File: src/rtl/control_input_conditioner.sv
// control_input_conditioner: synchronise, debounce and edge-detect board inputs, with frame-latched copies
//
// Ports:
//   i_clk          pixel clock, all logic on the rising edge
//   i_rst_n        asynchronous active-low reset
//   i_raw          raw asynchronous inputs, active high
//   i_nf           one-cycle new-frame strobe
//   o_level        debounced level
//   o_rise         one-cycle pulse on an accepted 0->1 (and on auto-repeat when enabled)
//   o_fall         one-cycle pulse on an accepted 1->0
//   o_frame_level  o_level captured at the last i_nf
//   o_frame_press  any rise seen during the previous frame interval
//
// Optional feature: define CONDITIONER_AUTOREPEAT_EN to add REPEAT_DELAY / REPEAT_PERIOD
// and re-pulse o_rise while an input is held high.
module control_input_conditioner #(
  parameter int NUM_INPUTS      = 4,
  parameter int SYNC_STAGES     = 2,
  parameter int DEBOUNCE_CYCLES = 742500
`ifdef CONDITIONER_AUTOREPEAT_EN
  ,
  parameter int REPEAT_DELAY    = 37125000,
  parameter int REPEAT_PERIOD   = 7425000
`endif
) (
  input  logic                  i_clk,
  input  logic                  i_rst_n,
  input  logic [NUM_INPUTS-1:0] i_raw,
  input  logic                  i_nf,
  output logic [NUM_INPUTS-1:0] o_level,
  output logic [NUM_INPUTS-1:0] o_rise,
  output logic [NUM_INPUTS-1:0] o_fall,
  output logic [NUM_INPUTS-1:0] o_frame_level,
  output logic [NUM_INPUTS-1:0] o_frame_press
);
  localparam int CW = $clog2(DEBOUNCE_CYCLES + 1);
  localparam logic [CW-1:0] CMAX = CW'(DEBOUNCE_CYCLES);
`ifdef CONDITIONER_AUTOREPEAT_EN
  localparam int RMAX = REPEAT_DELAY > REPEAT_PERIOD ? REPEAT_DELAY : REPEAT_PERIOD;
  localparam int RW = $clog2(RMAX + 1);
`endif
  typedef enum logic [1:0] {STABLE_LO, WAIT_HI, STABLE_HI, WAIT_LO} state_e;
  logic [SYNC_STAGES-1:0][NUM_INPUTS-1:0] sync_q;
  logic [NUM_INPUTS-1:0] s, rise_d, fall_d;
  logic [NUM_INPUTS-1:0] level_q, rise_q, fall_q, frame_level_q, frame_press_q, sticky_q;
  always_ff @(posedge i_clk or negedge i_rst_n) begin
    if (!i_rst_n) sync_q <= '0;
    else sync_q <= {sync_q[SYNC_STAGES-2:0], i_raw};
  end
  assign s = sync_q[SYNC_STAGES-1];
  for (genvar i = 0; i < NUM_INPUTS; i++) begin : g_in
    state_e st_q;
    logic [CW-1:0] cnt_q, cnt_inc;
    logic acc_hi, acc_lo;
    assign cnt_inc = (cnt_q == CMAX) ? cnt_q : cnt_q + CW'(1);
    assign acc_hi = st_q == WAIT_HI && s[i] && cnt_q == CMAX;
    assign acc_lo = st_q == WAIT_LO && !s[i] && cnt_q == CMAX;
    assign fall_d[i] = acc_lo;
    always_ff @(posedge i_clk or negedge i_rst_n) begin
      if (!i_rst_n) begin
        st_q  <= STABLE_LO;
        cnt_q <= '0;
      end else begin
        case (st_q)
          STABLE_LO: begin
            st_q  <= s[i] ? WAIT_HI : STABLE_LO;
            cnt_q <= s[i] ? CW'(1) : '0;
          end
          WAIT_HI: begin
            st_q  <= !s[i] ? STABLE_LO : acc_hi ? STABLE_HI : WAIT_HI;
            cnt_q <= (!s[i] || acc_hi) ? '0 : cnt_inc;
          end
          STABLE_HI: begin
            st_q  <= !s[i] ? WAIT_LO : STABLE_HI;
            cnt_q <= !s[i] ? CW'(1) : '0;
          end
          WAIT_LO: begin
            st_q  <= s[i] ? STABLE_HI : acc_lo ? STABLE_LO : WAIT_LO;
            cnt_q <= (s[i] || acc_lo) ? '0 : cnt_inc;
          end
        endcase
      end
    end
`ifdef CONDITIONER_AUTOREPEAT_EN
    logic [RW-1:0] rpt_q;
    logic first_q, hold_hi, enter_hi, rpt_fire;
    assign hold_hi  = st_q == STABLE_HI && s[i];
    assign enter_hi = acc_hi || (st_q == WAIT_LO && s[i]);
    assign rpt_fire = hold_hi && rpt_q == (first_q ? RW'(REPEAT_DELAY) : RW'(REPEAT_PERIOD));
    assign rise_d[i] = acc_hi | rpt_fire;
    // rpt_q counts cycles since acceptance (or since the last repeat); first_q selects the initial delay
    always_ff @(posedge i_clk or negedge i_rst_n) begin
      if (!i_rst_n) begin
        rpt_q   <= '0;
        first_q <= 1'b1;
      end else begin
        rpt_q   <= hold_hi ? (rpt_fire ? RW'(1) : rpt_q + RW'(1)) : enter_hi ? RW'(1) : '0;
        first_q <= hold_hi ? first_q & ~rpt_fire : 1'b1;
      end
    end
`else
    assign rise_d[i] = acc_hi;
`endif
  end
  // sticky tracks rises at the same edge they are issued, so a rise coincident with i_nf
  // lands only in the new o_frame_press and never carries into the next frame
  always_ff @(posedge i_clk or negedge i_rst_n) begin
    if (!i_rst_n) begin
      level_q       <= '0;
      rise_q        <= '0;
      fall_q        <= '0;
      frame_level_q <= '0;
      frame_press_q <= '0;
      sticky_q      <= '0;
    end else begin
      level_q  <= (level_q | rise_d) & ~fall_d;
      rise_q   <= rise_d;
      fall_q   <= fall_d;
      sticky_q <= i_nf ? '0 : sticky_q | rise_d;
      if (i_nf) begin
        frame_level_q <= level_q;
        frame_press_q <= sticky_q | rise_d;
      end
    end
  end
  assign o_level       = level_q;
  assign o_rise        = rise_q;
  assign o_fall        = fall_q;
  assign o_frame_level = frame_level_q;
  assign o_frame_press = frame_press_q;
endmodule

File: config.mk
export PLATFORM = sky130hd
export DESIGN_NAME = control_input_conditioner
export DESIGN_NICKNAME = d
export VERILOG_FILES = /design/src/rtl/control_input_conditioner.sv
export SDC_FILE = /design/constraint.sdc
export NUM_CORES = 1
export LEC_CHECK = 0
export ABC_CLOCK_PERIOD_IN_PS = 6200
export BUFFER_PORTS_ARGS = -buffer_cell sky130_fd_sc_hd__buf_2
export CAP_MARGIN = 20
export CELL_PAD_IN_SITES_DETAIL_PLACEMENT = 1
export CELL_PAD_IN_SITES_GLOBAL_PLACEMENT = 1
export CORE_MARGIN = 2
export CORE_UTILIZATION = 50
export CTS_CLUSTER_SIZE = 14
export DETAILED_ROUTE_END_ITERATION = 10
export PLACE_DENSITY_LB_ADDON = 0.25
export SETUP_SLACK_MARGIN = 0.5
export SYNTH_ARGS = -nofsm -noshare
export SYNTH_HDL_FRONTEND = slang
export SYNTH_SLANG_ARGS = --single-unit
File: constraint.sdc
create_clock -name i_clk -period 6.2 [get_ports i_clk]
set_input_delay 0.31 -clock i_clk [delete_from_list [all_inputs] [get_ports i_clk]]
set_output_delay 0.31 -clock i_clk [all_outputs]
set_load 0.05 [all_outputs]
==> flow_metrics.env, run 1 <==
export IMPL_worstReg2RegStart="g_in[0].cnt_q[0]"
export IMPL_crit_end="g_in[0].cnt_q[4]"
export IMPL_p_per_area_nw_per_um2=289
export IMPL_path_class="reg -> reg"
export IMPL_synth_ff_type="dfrtp_1"
export IMPL_worst_slew_pin_slew_ns=0.870
export IMPL_num_antenna_cells=0
export IMPL_tns_ns=0
export IMPL_nets=600
export IMPL_synthSimpleGateAreaFrac=0.234
export IMPL_yosysWarnings=0
export IMPL_antenna_found_initial=0
export IMPL_vias=4324
export IMPL_synthXorXnorAreaFrac=0.0841
export IMPL_drive_above_1_share=0.124
export IMPL_power_mw=1.89
export IMPL_clock_path_buffers=2
export IMPL_ant_nets=0
export IMPL_hold_buffers=5
export IMPL_hold_ws_ns=0.260
export IMPL_synth_largest_area_cell="dfrtp_1"
export IMPL_syn_num_nets=562
export IMPL_p_leak_nw=2.76
export IMPL_die_height_um=110
export IMPL_grt_usage=0.255
export IMPL_cts_tree="yes"
export IMPL_vdd_drop_max_uv=229
export IMPL_grt_pass1_vias=4721
export IMPL_synth_area_mux_share=0.0138
export IMPL_cts_root_buf="clkbuf_8"
export IMPL_timing_rr_end="g_in[0].cnt_q[4]"
export IMPL_clk_pin_slew_ns=0.06
export IMPL_synth_seq_cells=120
export IMPL_synth_top_family_by_area="simple AND/OR/NAND/NOR gates"
export IMPL_worstHoldPathType="in -> reg"
export IMPL_die_area_sq_um=12100
export IMPL_fin_cells=737
export IMPL_gp_congestion=0.788
export IMPL_yosysSeqAreaShare=0.534
export IMPL_overflow=0
export IMPL_synth_async_reset_ratio=1.00
export IMPL_r2r_slack_ns=3.85
export IMPL_drt_initial_drc_count=211
export IMPL_drcViolationCount=0
export IMPL_grt_setup_unrepaired="false"
export IMPL_start_util=0.516
export IMPL_routed_via_density=5.87
export IMPL_clock_latency_ns=0.52
export IMPL_syn_avg_cell_area_sq_um=10.3
export IMPL_hold_viol_final=0
export IMPL_synth_compound_area_frac=0.0792
export IMPL_post_cts_buffers=0
export IMPL_cts_resized=0
export IMPL_routed_wl_um=14000
export IMPL_synth_edff_count=0
export IMPL_grt_pass1_wl_um=23500
export IMPL_cts_sinks=120
export IMPL_ctsHtreeMaxLevel=4
export IMPL_worstHoldStart="i_nf"
export IMPL_cts_buffers=17
export IMPL_drv_slew=0
export IMPL_io_buffers=26
export IMPL_grt_max_degree=67
export IMPL_end_kind="flip-flop"
export IMPL_synth_cell_area_sq_um=5620
export IMPL_crit_path_start="g_in[0].cnt_q[0]"
export IMPL_fin_crit_sh=0.379
export IMPL_num_rows=38
export IMPL_dp_cells=701
export IMPL_place_area_sq_um=5870
export IMPL_fin_area_sq_um=6540
export IMPL_synth_top_area_share=0.534
export IMPL_hpwlAfterDp_um=8470
export IMPL_synth_area_leaders="dfrtp_1, xor2_1, nor2_1, xnor2_1, nand3_1"
export IMPL_cp_required_ns=6.57
export IMPL_cp_start_kind="flip-flop"
export IMPL_cp_data_arrival_time_ns=2.73
export IMPL_ys_types=49
export IMPL_area_growth_pct=16.4
export IMPL_r2r_cells=6
export IMPL_chipWidth_um=110
export IMPL_core_area_sq_um=10900
export IMPL_firstDrtPassIters=4
export IMPL_min_period_ns=2.35
export IMPL_synth_adder_area_share=0.0178
export IMPL_fmax_mhz=425
export IMPL_setup_viol=0
export IMPL_wire_per_inst_um=19.0
export IMPL_critPathMaxFanout=19
export IMPL_io_pins=27
export IMPL_syn_inst=547
export IMPL_slew_headroom=0.418
export IMPL_fillers=1164
export IMPL_maxCapViolCount=0
export IMPL_status="finished clean"
export IMPL_skew_ns=0.00505
## metrics by stage
step           worst slack (ns)  utilization
6_report                   3.85        0.601
5_1_grt                    3.63        0.601
4_1_cts                    3.83        0.601
3_5_place_dp               3.93        0.539
3_3_place_gp               4.02        0.539
2_1_floorplan              4.21            -
## worst max-delay path, cell delays in order (launching register included)
cell     delay [ns]
dfrtp_1        0.42
inv_1          0.08
ha_1           0.14
or4bb_1        0.41
nor4_2         0.43
a21o_1         0.58
nor2_1         0.14
## power by group
| group | internal (mW) | switching, mW |
|---|---|---|
| logic | 0.0159 | 0.0441 |
| clock network | 0.691 | 0.340 |
| registers | 0.793 | 0.00880 |
## synth_stat cells (4+ instances only)
master    count
a21oi_1      26
and2_1        5
and4_1       10
buf_2         7
clkbuf_1      5
dfrtp_1     120
ha_1          8
inv_1        36
mux2_2        5
nand2_1      22
nand3_1      31
nand4_1      24
nor2_1       60
nor2b_1       4
nor3_1        9
nor4_1       11
nor4bb_1      6
o21ai_0      22
o31ai_1       9
or2_2         4
or3_1        18
or4_1        11
xnor2_1      24
xor2_1       30
## routing by layer
layer | track usage | share of wire | up-vias
met4 | 0.100 | 0.024 | 0
met3 | 0.0764 | 0.027 | 25
li1 | - | - | 2007
met2 | 0.450 | 0.53 | 59
met5 | 0 | 0 | -
met1 | 0.289 | 0.41 | 2233
## how the worst min path moves through the flow
| stage | end | cells after the start |
|---|---|---|
| 6_report | sticky_q[2] | 2 |
| 5_1_grt | sticky_q[0] | 2 |
| 4_1_cts | o_frame_press[2] | 3 |
| 3_5_place_dp | s[0] | 0 |
| 3_3_place_gp | s[0] | 0 |
| 2_1_floorplan | g_in[0].cnt_q[0] | 0 |
## layout by cell type, fill, tap and decap left out, types with 3 or more instances in the layout
cell	n
dfrtp_1	120
nor2_1	60
inv_1	36
nand3_1	31
xor2_1	30
a21oi_1	26
buf_2	25
nand4_1	24
xnor2_1	24
nand2_1	22
o21ai_0	22
or3_1	18
clkbuf_16	16
nor4_1	11
or4_1	11
and4_1	10
nor3_1	9
o31ai_1	9
ha_1	8
nor4bb_1	6
and2_1	5
mux2_2	5
clkbuf_8	5
dlygate4sd3_1	5
nor2b_1	4
or2_2	4
bufinv_16	4
nor4_2	3
a21boi_0	3
and3_1	3
clkinv_2	3
buf_4	3
## flip-flops by register name, summed over array words and instances, names as in the netlist
register       count
g_in.st_q          8
s                  4
g_in.cnt_q        80
o_level            4
o_rise             4
o_frame_press      4
o_fall             4
sticky_q           4
sync_q             4
o_frame_level      4
## layout make-up
cell class / count / area, sq um / area share
inverters: 36 / 135 / 0.0207
repair buffers: 33 / 198 / 0.0302
well taps: 140 / 175 / 0.0268
multi-input cells: 377 / 2410 / 0.369
clock buffers: 23 / 477 / 0.0729
clock inverters: 8 / 143 / 0.0218
flip-flops and latches: 120 / 3000 / 0.459
## kinds of logic (layout without fill, tap and decap cells)
group           after synthesis  after routing
fa+ha+maj                     8              8
flops                       120            120
xor+xnor                     54             54
mux                           7              7
compound gates               74             74
simple gates                234            234
buf+inv                      50            100
Power figures use the tool's default switching activity.
==> run 2, diff against run 1 <==
- ABC_CLOCK_PERIOD_IN_PS: 6200 -> 2100
- CORE_UTILIZATION: 50 -> 44
- clock period: 6.2 -> 2.1 ns (I/O delays scaled with it)
==> flow_metrics.env, run 2 (same netlist as run 1, synthesis figures left out) <==
export IMPL_routed_wl_um=19500
export IMPL_worstHoldPathType="in -> reg"
export IMPL_timing_rr_end="g_in[0].cnt_q[3]"
export IMPL_drv_slew=0
export IMPL_gp_congestion=0.792
export IMPL_worstReg2RegStart="g_in[0].cnt_q[7]"
export IMPL_crit_path_start="g_in[0].cnt_q[7]"
export IMPL_cp_start_kind="flip-flop"
export IMPL_critPathMaxFanout=5
export IMPL_core_area_sq_um=12600
export IMPL_io_pins=27
export IMPL_die_area_sq_um=13700
export IMPL_fin_cells=858
export IMPL_grt_pass1_vias=5297
export IMPL_setup_viol=0
export IMPL_area_growth_pct=46.5
export IMPL_final_cell_mix="dfrtp_1, buf_4, xor2_1"
export IMPL_hpwlAfterDp_um=8950
export IMPL_tns_ns=0
export IMPL_start_util=0.447
export IMPL_p_per_area_nw_per_um2=713
export IMPL_io_buffers=26
export IMPL_clock_latency_ns=0.43
export IMPL_clk_pin_slew_ns=0.06
export IMPL_cp_required_ns=2.40
export IMPL_maxCapViolCount=0
export IMPL_vias=4964
export IMPL_min_period_ns=1.94
export IMPL_routed_via_density=5.79
export IMPL_top_register="g_in.cnt_q"
export IMPL_chipWidth_um=117
export IMPL_dp_cells=748
export IMPL_die_height_um=117
export IMPL_fillers=1276
export IMPL_r2r_cells=6
export IMPL_antenna_found_initial=0
export IMPL_hold_viol_final=0
export IMPL_wire_per_inst_um=22.7
export IMPL_cts_tree="yes"
export IMPL_status="finished clean"
export IMPL_final_common_cell="dfrtp_1"
export IMPL_overflow=0
export IMPL_num_rows=41
export IMPL_ant_nets=0
export IMPL_path_class="reg -> reg"
export IMPL_grt_pass1_wl_um=27100
export IMPL_vdd_drop_max_uv=846
export IMPL_fin_crit_sh=0.922
export IMPL_place_area_sq_um=6170
export IMPL_clock_path_buffers=2
export IMPL_r2r_slack_ns=0.16
export IMPL_fin_area_sq_um=8240
export IMPL_power_mw=5.87
export IMPL_worstHoldStart="i_nf"
export IMPL_drive_above_1_share=0.442
export IMPL_whs_path_depth=2
export IMPL_grt_setup_unrepaired="true"
export IMPL_grt_usage=0.262
export IMPL_worst_slew_pin_slew_ns=0.537
export IMPL_hold_ws_ns=0.154
export IMPL_largest_register_ffs=80
export IMPL_nets=688
export IMPL_cts_buffers=17
export IMPL_cts_sinks=120
export IMPL_ctsHtreeMaxLevel=4
export IMPL_drt_initial_drc_count=229
export IMPL_skew_ns=0.0124
export IMPL_cp_data_arrival_time_ns=2.24
export IMPL_reg_top3="g_in.cnt_q (80), g_in.st_q (8)"
export IMPL_firstDrtPassIters=4
export IMPL_fmax_mhz=516
export IMPL_drcViolationCount=0
export IMPL_slew_headroom=0.642
export IMPL_p_leak_nw=3.31
export IMPL_min_to="sticky_q[0]"
export IMPL_num_antenna_cells=0
export IMPL_end_kind="flip-flop"
export IMPL_grt_max_degree=55
export IMPL_cts_root_buf="clkbuf_16"
-- run 2: cell count changes in the layout (fill, tap and decap cells not counted), moves of 7 or more --
| cell | change |
|---|---|
| ha_4 | +7 |
| dfrtp_1 | -19 |
| nor2_1 | -41 |
| a21oi_1 | -20 |
| buf_6 | +20 |
| a21oi_2 | +20 |
| nor2_4 | +24 |
| inv_2 | +7 |
| ha_1 | -7 |
| dfrtp_2 | +19 |
| buf_4 | +57 |
| inv_1 | -7 |
| nor2_2 | +17 |
-- run 2: stage by stage --
stage | worst slack, ns | util
floorplan | 0.155 | -
CTS | 0.189 | 0.609
global route | 0.0931 | 0.655
global placement | 0.106 | 0.491
detailed placement | 0.0368 | 0.491
finish | 0.163 | 0.655
-- run 2: what timing repair did --
action / CTS / global route
resized for setup: 97 / 106
cloned: 5 / 4
endpoints found under the hold margin: 43 / 0
pin swaps: 47 / 36
endpoints found under the setup margin: 106 / 108
buffers inserted: 52 / 12
hold buffers: 5 / 0
-- run 2: metal layers --
layer	wire, um	GRT usage
met1	7650	0.300
met2	10600	0.470
met3	621	0.0767
met4	633	0.0878
met5	0	0
-- run 2: worst max path at each step --
stage / cells after the start / to
floorplan: 6 / g_in[0].st_q[1]
global placement: 6 / g_in[0].st_q[1]
detailed placement: 6 / g_in[0].st_q[1]
CTS: 8 / g_in[0].cnt_q[18]
global route: 6 / g_in[0].cnt_q[3]
finish: 6 / g_in[0].cnt_q[3]
-- run 2: final cells by class --
| class | count | area (sq um) | share of cell area |
|---|---|---|---|
| Timing Repair Buffer | 121 | 1100 | 0.133 |
| Clock buffer | 23 | 478 | 0.0580 |
| Sequential cell | 120 | 3030 | 0.367 |
| Inverter | 36 | 135 | 0.0164 |
| Multi-Input combinational cell | 377 | 3140 | 0.381 |
| Clock inverter | 9 | 145 | 0.0176 |
| Tap cell | 172 | 215 | 0.0261 |
-- run 2: critical path: stages, from the launching register on --
cell	delay [ns]
dfrtp_1	0.42
or4_4	0.57
nor4_4	0.27
buf_4	0.17
a21o_4	0.17
clkbuf_16	0.16
nor2_1	0.04
-- run 2: report_power, final --
group	total (mW)	switching, mW	leakage (nW)	internal, mW
clock network	3.13	1.06	0.311	2.07
logic	0.368	0.214	1.39	0.154
registers	2.37	0.0289	1.60	2.34
total	5.87	1.31	3.31	4.56
